File: config.mk
export PLATFORM = sky130hd
export DESIGN_NAME = core_if_stage_flat
export DESIGN_NICKNAME = d
export VERILOG_FILES = /design/src/rtl/core_if_stage_if.sv /design/src/rtl/core_if_stage.sv /design/src/flat_wrapper.sv
export SDC_FILE = /design/constraint.sdc
export NUM_CORES = 1
export LEC_CHECK = 0
export BUFFER_PORTS_ARGS = -buffer_cell sky130_fd_sc_hd__buf_4
export CAP_MARGIN = 20
export CORE_ASPECT_RATIO = 1.2
export CORE_MARGIN = 8
export CORE_UTILIZATION = 25
export DETAILED_ROUTE_END_ITERATION = 12
export GPL_ROUTABILITY_DRIVEN = 1
export SETUP_SLACK_MARGIN = 0.1
export SYNTH_ARGS = -nofsm -noshare
export SYNTH_HDL_FRONTEND = slang
export SYNTH_SLANG_ARGS = --single-unit
File: constraint.sdc
create_clock -name i_clk -period 5 [get_ports i_clk]
set_input_delay 0.25 -clock i_clk [delete_from_list [all_inputs] [get_ports i_clk]]
set_output_delay 0.25 -clock i_clk [all_outputs]
set_load 0.005 [all_outputs]
File: src/rtl/core_if_stage_if.sv
// Instruction-memory request/response bus between the fetch stage (master) and imem (slave).
interface core_if_stage_if #(
    parameter int unsigned XLEN = 32
);
    logic            req;
    logic [XLEN-1:0] addr;
    logic            gnt;
    logic            rvalid;
    logic [XLEN-1:0] rdata;

    modport master (output req, addr, input gnt, rvalid, rdata);
    modport slave  (input req, addr, output gnt, rvalid, rdata);
endinterface

File: src/rtl/core_if_stage.sv
// Instruction-fetch stage: owns the PC, issues credit-limited word fetches and buffers the
// returned words with their PCs for decode; redirects flush the buffer and drop stale responses.
module core_if_stage #(
    parameter int unsigned     XLEN      = 32,
    parameter logic [XLEN-1:0] RESET_PC  = '0,
    parameter int unsigned     BUF_DEPTH = 2
) (
    input  logic              i_clk,
    input  logic              i_rst_n,
    input  logic              i_stall,
    input  logic              i_redirect,
    input  logic [XLEN-1:0]   i_redirect_pc,
    core_if_stage_if.master   io_imem,
    output logic              o_valid,
    output logic [XLEN-1:0]   o_instr,
    output logic [XLEN-1:0]   o_pc
);

    localparam int unsigned     PW        = (BUF_DEPTH > 1) ? $clog2(BUF_DEPTH) : 1;
    localparam int unsigned     CW        = PW + 1;
    localparam logic [CW:0]     DEPTH_C   = (CW+1)'(BUF_DEPTH);
    localparam logic [XLEN-1:0] NOP_INSTR = XLEN'(32'h0000_0013);

    logic [XLEN-1:0] r_pc;
    logic [CW-1:0]   r_outstanding;
    logic [CW-1:0]   r_drop;
    logic [CW-1:0]   r_fifo_count;
    logic [PW-1:0]   r_ifq_wp;
    logic [PW-1:0]   r_ifq_rp;
    logic [PW-1:0]   r_fifo_wp;
    logic [PW-1:0]   r_fifo_rp;
    logic [XLEN-1:0] r_ifq_pc     [BUF_DEPTH];
    logic [XLEN-1:0] r_fifo_pc    [BUF_DEPTH];
    logic [XLEN-1:0] r_fifo_instr [BUF_DEPTH];

    logic [CW:0]     w_credit_sum;
    logic            w_req;
    logic            w_fire;
    logic            w_resp;
    logic            w_discard;
    logic            w_push;
    logic            w_pop;
    logic            w_valid;
    logic [CW-1:0]   w_out_next;

    // Credit uses registered counts only, so in-flight plus buffered never exceeds the FIFO size.
    assign w_credit_sum = {1'b0, r_outstanding} + {1'b0, r_fifo_count};
    assign w_req        = i_rst_n && !i_redirect && (w_credit_sum < DEPTH_C);
    assign w_fire       = w_req && io_imem.gnt;
    assign w_resp       = io_imem.rvalid && (r_outstanding != '0);
    assign w_discard    = w_resp && (r_drop != '0);
    assign w_push       = w_resp && !w_discard && !i_redirect;
    assign w_valid      = (r_fifo_count != '0);
    assign w_pop        = w_valid && !i_stall;
    assign w_out_next   = r_outstanding + CW'(w_fire) - CW'(w_resp);

    assign io_imem.req  = w_req;
    assign io_imem.addr = r_pc;
    assign o_valid      = w_valid;
    assign o_instr      = w_valid ? r_fifo_instr[r_fifo_rp] : NOP_INSTR;
    assign o_pc         = w_valid ? r_fifo_pc[r_fifo_rp]    : '0;

    always_ff @(posedge i_clk or negedge i_rst_n) begin
        if (!i_rst_n) begin
            r_pc          <= RESET_PC;
            r_outstanding <= '0;
            r_drop        <= '0;
            r_ifq_wp      <= '0;
            r_ifq_rp      <= '0;
            r_fifo_wp     <= '0;
            r_fifo_rp     <= '0;
            r_fifo_count  <= '0;
        end else begin
            r_outstanding <= w_out_next;
            if (w_fire) begin
                r_ifq_wp <= r_ifq_wp + PW'(1);
            end
            if (w_resp) begin
                r_ifq_rp <= r_ifq_rp + PW'(1);
            end
            // Every response still owed after this cycle belongs to the abandoned path.
            if (i_redirect) begin
                r_pc         <= i_redirect_pc & ~XLEN'(3);
                r_drop       <= w_out_next;
                r_fifo_wp    <= '0;
                r_fifo_rp    <= '0;
                r_fifo_count <= '0;
            end else begin
                if (w_fire) begin
                    r_pc <= r_pc + XLEN'(4);
                end
                if (w_discard) begin
                    r_drop <= r_drop - CW'(1);
                end
                if (w_push) begin
                    r_fifo_wp <= r_fifo_wp + PW'(1);
                end
                if (w_pop) begin
                    r_fifo_rp <= r_fifo_rp + PW'(1);
                end
                r_fifo_count <= r_fifo_count + CW'(w_push) - CW'(w_pop);
            end
        end
    end

    always_ff @(posedge i_clk) begin
        if (w_fire) begin
            r_ifq_pc[r_ifq_wp] <= r_pc;
        end
        if (w_push) begin
            r_fifo_pc[r_fifo_wp]    <= r_ifq_pc[r_ifq_rp];
            r_fifo_instr[r_fifo_wp] <= io_imem.rdata;
        end
    end

    // A response with nothing in flight is an imem protocol violation and is ignored.
    a_no_orphan_rvalid: assert property (
        @(posedge i_clk) disable iff (!i_rst_n) !(io_imem.rvalid && (r_outstanding == '0))
    );

endmodule
File: src/flat_wrapper.sv
// flat-port wrapper written by rule: the top's interface ports become plain ports
module core_if_stage_flat 
#(
    parameter int unsigned     XLEN      = 32,
    parameter logic [XLEN-1:0] RESET_PC  = '0,
    parameter int unsigned     BUF_DEPTH = 2
)
  (i_clk, i_rst_n, i_stall, i_redirect, i_redirect_pc, o_valid, o_instr, o_pc, io_imem_req, io_imem_addr, io_imem_gnt, io_imem_rvalid, io_imem_rdata);
  core_if_stage_if #(.XLEN(XLEN)) io_imem_i ();
  input  logic i_clk;
  input  logic i_rst_n;
  input  logic i_stall;
  input  logic i_redirect;
  input  logic [XLEN-1:0] i_redirect_pc;
  output logic o_valid;
  output logic [XLEN-1:0] o_instr;
  output logic [XLEN-1:0] o_pc;
  output wire logic [$bits(io_imem_i.req)-1:0] io_imem_req;
  output wire logic [$bits(io_imem_i.addr)-1:0] io_imem_addr;
  input wire logic [$bits(io_imem_i.gnt)-1:0] io_imem_gnt;
  input wire logic [$bits(io_imem_i.rvalid)-1:0] io_imem_rvalid;
  input wire logic [$bits(io_imem_i.rdata)-1:0] io_imem_rdata;
  assign io_imem_req = io_imem_i.req;
  assign io_imem_addr = io_imem_i.addr;
  assign io_imem_i.gnt = io_imem_gnt;
  assign io_imem_i.rvalid = io_imem_rvalid;
  assign io_imem_i.rdata = io_imem_rdata;
  core_if_stage #(.XLEN(XLEN), .RESET_PC(RESET_PC), .BUF_DEPTH(BUF_DEPTH)) u_core (.i_clk(i_clk), .i_rst_n(i_rst_n), .i_stall(i_stall), .i_redirect(i_redirect), .i_redirect_pc(i_redirect_pc), .io_imem(io_imem_i), .o_valid(o_valid), .o_instr(o_instr), .o_pc(o_pc));
endmodule
==> impl_summary.log, run 1 <==
[metrics] result of the run: finished, final reports clean
[metrics] number of remaining DRC errors: 0
[metrics] reg2reg start: u_core.r_fifo_count[0]$_DFF_PN0_
[metrics] number of buffers inserted during clock tree synthesis: 25
[metrics] clock tree root driver cell: sky130_fd_sc_hd__clkbuf_16
[metrics] Netlist cell types: 47
[metrics] number of slew-limit violations in the final report: 0
[metrics] first drt pass iteration count: 4
[metrics] # IOs: 168
[metrics] post-placement cell area: between 10,000 and 15,000 sq um
[metrics] routed via count: 5,771
[metrics] final clock period utilization by the worst path: 57.5%
[metrics] min Tclk post-route: about 2900 ps
[metrics] weighted congestion at the end of routability-driven global placement: approximately 0.8
[metrics] largest clock skew in the final design: 22.2 ps
[metrics] depth of the CTS H-tree: 1
[metrics] count of inserted antenna diode cells: 0
[metrics] first-pass GRT wire length: 34,900 um
[metrics] share of final-layout standard cells stronger than drive strength 1: 29.5%
[metrics] class of the most critical setup path: reg -> reg
[metrics] Max Buffers Root-to-Sink: 3
[metrics] cells along the critical path: inv_1 > nor2_1 > fa_1 > and4bb_1 > nand4_2 > o311a_1 > a221o_1
[metrics] post-synthesis instance area: just over 9000 sq um
[metrics] worst path arrival time: 3280 ps
[metrics] Post-CTS Hold Buffers: 63
[metrics] register-to-register path setup slack: 2120 ps
[metrics] cell at the slowest stage of the critical path: sky130_fd_sc_hd__and4bb_1
[metrics] number of fillers in the final layout: 3,581
[metrics] synth warn: 0
[metrics] crit path setup slack, layout: 2120 ps
[metrics] via count of the first global-routing pass: 6,088
[metrics] crit path launch: u_core.r_fifo_count[0]$_DFF_PN0_
[metrics] share of the yosys chip area belonging to registers: 70.8%
[metrics] worst-skew pair later-pin latency: 530 ps
[metrics] fmax: 348 MHz
[metrics] number of flip-flops and latches in the synthesized netlist: 224
[metrics] post-synthesis cell count: 622
[metrics] total power per unit cell area: between 400 and 500 nW/um^2
[metrics] Hold Violations, Final: 0
[metrics] Area growth, synth to finish: 35.7%
[metrics] sum of buffers and inverters on the critical path: 1
[metrics] height of the die: 226 um
[metrics] final instance area: 12,500 sq um
[metrics] category of cells accounting for the largest share of critical-path delay: simple AND/OR/NAND/NOR gates
[metrics] count of standard-cell rows: 77
[metrics] Post-Place Worst Slack: 2140 ps
[metrics] mean area per synthesized cell: about 15 sq um
[metrics] largest net degree at the start of global routing: 63
[metrics] residual overflow from global routing: 0
[metrics] required time reported for the critical path endpoint: about 5400 ps
[metrics] hold path startpoint: io_imem_rvalid
[metrics] Pleak: between 4 and 5 nW
[metrics] biggest cell delay along the critical path: 640 ps
[metrics] critical path fanouts, max: 10
[metrics] VDD IR max: 215 uV
[metrics] critical path endpoint: u_core.io_imem.addr[25]$_DFFE_PN0P_
[metrics] worst-case reg-to-reg path depth: 7
[metrics] category of the worst setup path capture point: flop
[metrics] Worst Hold Class: in -> reg
[metrics] share of flip-flops with an asynchronous set or reset: 17.9%
[metrics] routed vias/inst: 4.29
[metrics] final-layout setup total negative slack: 0 ps
[metrics] clock tree sinks: 224
[metrics] PnR Total Power: 0.00590 W
[metrics] detailed-route wire length per cell: 17.2 um
[metrics] cell count along the critical path: 7
[metrics] final HPWL from detailed placement: 15,200 um
[metrics] number of DRC violations after detailed-routing iteration 0: 295
[metrics] setup bufs post-CTS: 0
[metrics] post-cts sizing count: 0
[metrics] Initial Util: about a quarter
[metrics] antenna violations before repair: 0
[metrics] Port-buffer cells: 161
[metrics] setup violators final: 0
[metrics] tightest slew margin relative to the limit: a little under two fifths
[metrics] Worst-path clk slew: 60 ps
[metrics] ANT nets after route: 0
[metrics] CTS tree: done
[metrics] drt total wl: 23,100 um
[metrics] number of flops mapped to enable cells by yosys: 184
[metrics] final core utilization: 34.2%
[metrics] unrepaired setup endpoints after global routing: false
[metrics] die width: 191 um
[metrics] die footprint: 43,300 sq um
[metrics] Worst Tran Pin Value: between 900 and 1000 ps
[metrics] core region area: 36,600 sq um
[metrics] sort of element at the start of the critical path: flop
[metrics] Max-Cap Viols: 0
[metrics] Total Routing Usage GR: 10.3%
[metrics] number of nets in the layout: 930
[metrics] endpoint of the worst-slack reg-to-reg timing path: u_core.io_imem.addr[25]$_DFFE_PN0P_
[metrics] Post-synth top flop: sky130_fd_sc_hd__edfxtp_1
-- per-stage QoR --
step	instances	hold WS, ps
floorplan	625	-45.6
global placement	1237	274
detailed placement	1237	278
CTS	1346	86.5
global route	1346	105
finish	1346	119
-- routing by layer --
metal | global-route usage [%] | vias to the layer above | share of wire [%]
met2 | 18.0 | 126 | 50
met5 | 0 | - | 0
met1 | 12.5 | 2821 | 42
met3 | 1.95 | 27 | 4.9
li1 | - | 2797 | -
met4 | 3.80 | 0 | 2.3
-- worst reg2reg max path: stages, from the launching register on --
cell                       delay [ps]
sky130_fd_sc_hd__dfrtp_1          390
sky130_fd_sc_hd__inv_1             80
sky130_fd_sc_hd__nor2_1           130
sky130_fd_sc_hd__fa_1             460
sky130_fd_sc_hd__and4bb_1         640
sky130_fd_sc_hd__nand4_2          360
sky130_fd_sc_hd__o311a_1          430
sky130_fd_sc_hd__a221o_1          270
-- flip-flops by register name (all words and copies together) (netlist names) --
signal                cells
u_core.io_imem.addr      30
u_core.r_drop             2
u_core.r_fifo_count       2
u_core.r_fifo_instr      64
u_core.r_fifo_pc         60
u_core.r_fifo_rp          1
u_core.r_fifo_wp          1
u_core.r_ifq_pc          60
u_core.r_ifq_rp           1
u_core.r_ifq_wp           1
u_core.r_outstanding      2
-- cell usage in the layout, fill, tap and decap left out, types with 4 or more instances in the layout --
cell and count:
sky130_fd_sc_hd__or4_1 5, sky130_fd_sc_hd__xnor2_1 14, sky130_fd_sc_hd__xor2_1 6, sky130_fd_sc_hd__o21ai_0 15, sky130_fd_sc_hd__bufinv_16 5, sky130_fd_sc_hd__and3_1 8, sky130_fd_sc_hd__mux2i_1 64, sky130_fd_sc_hd__inv_6 4
sky130_fd_sc_hd__buf_4 168, sky130_fd_sc_hd__nand4_1 11, sky130_fd_sc_hd__and4_1 8, sky130_fd_sc_hd__edfxtp_1 184, sky130_fd_sc_hd__clkbuf_16 25, sky130_fd_sc_hd__dlygate4sd3_1 63, sky130_fd_sc_hd__conb_1 4, sky130_fd_sc_hd__nand2_1 43
sky130_fd_sc_hd__ha_1 6, sky130_fd_sc_hd__nand3_1 14, sky130_fd_sc_hd__dfrtp_1 39, sky130_fd_sc_hd__nor3_1 6, sky130_fd_sc_hd__nor2_1 74, sky130_fd_sc_hd__inv_1 11, sky130_fd_sc_hd__o311ai_0 5, sky130_fd_sc_hd__mux2_2 31
sky130_fd_sc_hd__o211ai_1 10
-- cell usage after synthesis (all sizes together), types with 7 or more instances --
| library cell | number | share of area [%] |
|---|---|---|
| and3 | 8 | 0.54 |
| and4 | 9 | 0.87 |
| buf | 13 | 0.73 |
| clkbuf | 17 | 0.69 |
| dfrtp | 40 | 11 |
| edfxtp | 184 | 60 |
| inv | 12 | 0.49 |
| mux2 | 31 | 3.8 |
| mux2i | 64 | 6.9 |
| nand2 | 43 | 1.8 |
| nand3 | 15 | 0.87 |
| nand4 | 14 | 1.2 |
| nor2 | 76 | 3.1 |
| nor3 | 7 | 0.38 |
| o211ai | 10 | 0.81 |
| o21ai | 15 | 0.81 |
| o311ai | 8 | 0.76 |
| xnor2 | 14 | 1.3 |
-- power breakdown --
group          total (W)  switching (W)  leakage (nW)  internal [W]
Sequential       0.00248       0.000212          2.15       0.00226
Combinational    0.00144       0.000707          2.00      0.000732
Clock            0.00198       0.000761         0.437       0.00122
Total            0.00590        0.00168          4.59       0.00422
-- cells by family after synthesis --
| logic type | Yosys count | synth area share (%) |
|---|---|---|
| AO/OA/AOI/OAI | 42 | 3.23 |
| flip-flops | 224 | 70.8 |
| AND/OR/NAND/NOR | 189 | 10.2 |
| adder cells (fa/ha/maj) | 7 | 1.03 |
| buffers and inverters | 44 | 2.01 |
| multiplexers | 95 | 10.7 |
| XOR/XNOR | 20 | 1.90 |
| other | 1 | 0.0407 |
-- final cells by class --
type | instances | area, sq um | area share (%)
Sequential cell | 224 | 6530 | 52.2
Multi-Input combinational cell | 357 | 2540 | 20.3
Timing Repair Buffer | 231 | 1890 | 15.1
Clock buffer | 30 | 664 | 5.31
Tap cell | 474 | 593 | 4.74
Clock inverter | 16 | 239 | 1.91
Inverter | 14 | 53.8 | 0.430
-- worst min-delay path by stage --
stage | end | slack [ps] | cells past startpoint
finish | u_core.r_ifq_rp$_DFFE_PN0P_ | 120 | 3
global route | u_core.r_ifq_wp$_DFFE_PN0P_ | 100 | 3
CTS | u_core.r_ifq_wp$_DFFE_PN0P_ | 90 | 3
detailed placement | u_core.io_imem.addr[6]$_DFFE_PN0P_ | 280 | 1
global placement | u_core.io_imem.addr[6]$_DFFE_PN0P_ | 270 | 1
floorplan | u_core.io_imem.addr[10]$_DFFE_PN0P_ | -50 | 0
Power figures use the tool's default switching activity.
==> run 2, diff against run 1 <==
clock period = 2.7 ns   (was 5 ns; I/O delays follow)
==> impl_summary.log, run 2 (synthesized netlist as in run 1, its figures left out) <==
[metrics] depth of the CTS H-tree: 1
[metrics] Max-Cap Viols: 0
[metrics] count of standard-cell rows: just under 80
[metrics] largest clock skew in the final design: 30.1 ps
[metrics] number of slew-limit violations in the final report: 0
[metrics] Initial Util: between 20 and 30%
[metrics] Area growth, synth to finish: 38.4%
[metrics] worst-case reg-to-reg path depth: 9
[metrics] VDD IR max: 381 uV
[metrics] Worst Hold Class: in -> reg
[metrics] Worst Tran Pin Value: between 700 and 800 ps
[metrics] hold path startpoint: io_imem_gnt
[metrics] class of the most critical setup path: reg -> reg
[metrics] endpoint of the worst-slack reg-to-reg timing path: u_core.io_imem.addr[21]$_DFFE_PN0P_
[metrics] register ranked first by flip-flop count: u_core.r_fifo_instr
[metrics] Max Buffers Root-to-Sink: 3
[metrics] Hold Violations, Final: 0
[metrics] die footprint: 43,300 sq um
[metrics] footprint of the multi-input gates: approximately 2600 sq um
[metrics] detailed-route wire length per cell: 17.1 um
[metrics] category of the worst setup path capture point: flop
[metrics] # IOs: 168
[metrics] critical path fanouts, max: 5
[metrics] share of final-layout standard cells stronger than drive strength 1: 30.6%
[metrics] total area of sequential cells: 6530 sq um
[metrics] Port-buffer cells: approximately 160
[metrics] weighted congestion at the end of routability-driven global placement: 0.827
[metrics] most used cells in the layout excluding fill and tap cells: sky130_fd_sc_hd__edfxtp_1, sky130_fd_sc_hd__buf_4, sky130_fd_sc_hd__nor2_1, sky130_fd_sc_hd__dlygate4sd3_1, sky130_fd_sc_hd__mux2i_1
[metrics] via count of the first global-routing pass: 6,278
[metrics] number of nets in the layout: 953
[metrics] antenna violations before repair: 0
[metrics] number of buffers inserted during clock tree synthesis: 24
[metrics] number of remaining DRC errors: 0
[metrics] reg2reg start: u_core.r_outstanding[0]$_DFF_PN0_
[metrics] cell count of the worst hold path: 4
[metrics] total power per unit cell area: 846 nW/um^2
[metrics] min Tclk post-route: 2560 ps
[metrics] leading cell type in the layout, fill and taps excluded: sky130_fd_sc_hd__edfxtp_1
[metrics] required time reported for the critical path endpoint: 3150 ps
[metrics] unrepaired setup endpoints after global routing: true
[metrics] crit path launch: u_core.r_outstanding[0]$_DFF_PN0_
[metrics] crit path setup slack, layout: roughly 140 ps
[metrics] first drt pass iteration count: 5
[metrics] final HPWL from detailed placement: 15,800 um
[metrics] flip-flop count of the largest register, all copies and words added: 64
[metrics] fmax: roughly 390 MHz
[metrics] worst path arrival time: 3000 ps
[metrics] core region area: 36,600 sq um
[metrics] register-to-register path setup slack: 140 ps
[metrics] height of the die: 226 um
[metrics] Pleak: 4.68 nW
[metrics] ANT nets after route: 0
[metrics] result of the run: finished, final reports clean
[metrics] number of fillers in the final layout: 3,555
[metrics] Total Routing Usage GR: 10.4%
[metrics] final clock period utilization by the worst path: between 90% and 100%
[metrics] CTS tree: done
[metrics] first-pass GRT wire length: ~36,000 um
[metrics] setup violators final: 0
[metrics] sort of element at the start of the critical path: flop
[metrics] drt total wl: 23,400 um
[metrics] die width: 191 um
[metrics] routed via count: 5,934
[metrics] Worst-path clk slew: 70 ps
[metrics] clock tree sinks: 224
[metrics] final core utilization: 34.8%
[metrics] largest registers: u_core.r_fifo_instr: 64 flops, u_core.r_fifo_pc: 60 flops, u_core.r_ifq_pc: 60 flops
[metrics] worst-skew pair later-pin latency: 540 ps
[metrics] number of DRC violations after detailed-routing iteration 0: 284
[metrics] largest net degree at the start of global routing: 63
[metrics] final-layout setup total negative slack: 0 ps
[metrics] routed vias/inst: roughly 4.3
[metrics] terminating pin of the worst hold path: u_core.r_outstanding[0]$_DFF_PN0_
[metrics] tightest slew margin relative to the limit: between 50% and 60%
[metrics] residual overflow from global routing: 0
[metrics] clock tree root driver cell: sky130_fd_sc_hd__clkbuf_16
[metrics] Post-Place Worst Slack: between 70 and 80 ps
[metrics] count of inserted antenna diode cells: 0
==> run 2: cell type report <==
| cell class | instances | share of cell area, % |
|---|---|---|
| Tap cell | 474 | 4.65 |
| Sequential cell | 224 | 51.2 |
| Timing Repair Buffer | 254 | 16.9 |
| Clock buffer | 28 | 4.91 |
| Multi-Input combinational cell | 358 | 20.3 |
| Inverter | 14 | 0.451 |
| Clock inverter | 16 | 1.63 |
==> run 2: where the power goes <==
| group | leakage, nW | internal [W] | switching, W |
|---|---|---|---|
| logic | 2.13 | 0.00145 | 0.00140 |
| clock network | 0.398 | 0.00206 | 0.00137 |
| registers | 2.15 | 0.00419 | 0.000318 |
==> run 2: worst max path at each step <==
| stage | endpoint | slack [ps] | cells past startpoint |
|---|---|---|---|
| after floorplan | u_core.r_fifo_instr[0][0]$_DFFE_PP_ | 60 | 4 |
| after global placement | u_core.r_drop[1]$_DFFE_PN0P_ | 90 | 11 |
| after detailed placement | u_core.io_imem.addr[24]$_DFFE_PN0P_ | 80 | 10 |
| after CTS | u_core.io_imem.addr[24]$_DFFE_PN0P_ | 120 | 10 |
| after global routing | u_core.io_imem.addr[26]$_DFFE_PN0P_ | 50 | 10 |
| final | u_core.io_imem.addr[21]$_DFFE_PN0P_ | 140 | 9 |
==> run 2: metrics by stage <==
stage	cells	area, sq um	hold WS, ps	power, W
3_3_place_gp	1244	11100	-20.4	0.00735
4_1_cts	1363	12700	3.37	0.0110
3_5_place_dp	1244	11100	-20.7	0.00738
5_1_grt	1368	12800	44.7	0.0114
6_report	1368	12800	48.7	0.0108
2_1_floorplan	625	9250	-161	0.00603
==> run 2: repair_timing <==
action | in CTS | in global routing
gates cloned | 0 | 1
endpoints found under the setup margin | 17 | 37
hold endpoints to repair | 136 | 0
pin swaps | 3 | 6
gates resized for setup | 2 | 8
buffers inserted | 2 | 4
hold buffers | 73 | 0
==> run 2: critical path, cell delays in order (launching register included) <==
cell	delay, ps
sky130_fd_sc_hd__dfrtp_1	390
sky130_fd_sc_hd__inv_2	80
sky130_fd_sc_hd__nor2_4	40
sky130_fd_sc_hd__fa_1	470
sky130_fd_sc_hd__or4b_4	560
sky130_fd_sc_hd__inv_4	90
sky130_fd_sc_hd__buf_4	130
sky130_fd_sc_hd__nand4_4	110
sky130_fd_sc_hd__or4_1	490
sky130_fd_sc_hd__nand3_1	90
==> run 2: routing by layer <==
metal	up-vias	GRT usage, %	part of all wire, %
met5	-	0	0
met4	0	3.83	2.1
met3	30	2.18	6.6
met2	172	18.8	51
met1	2883	11.9	40
li1	2849	-	-
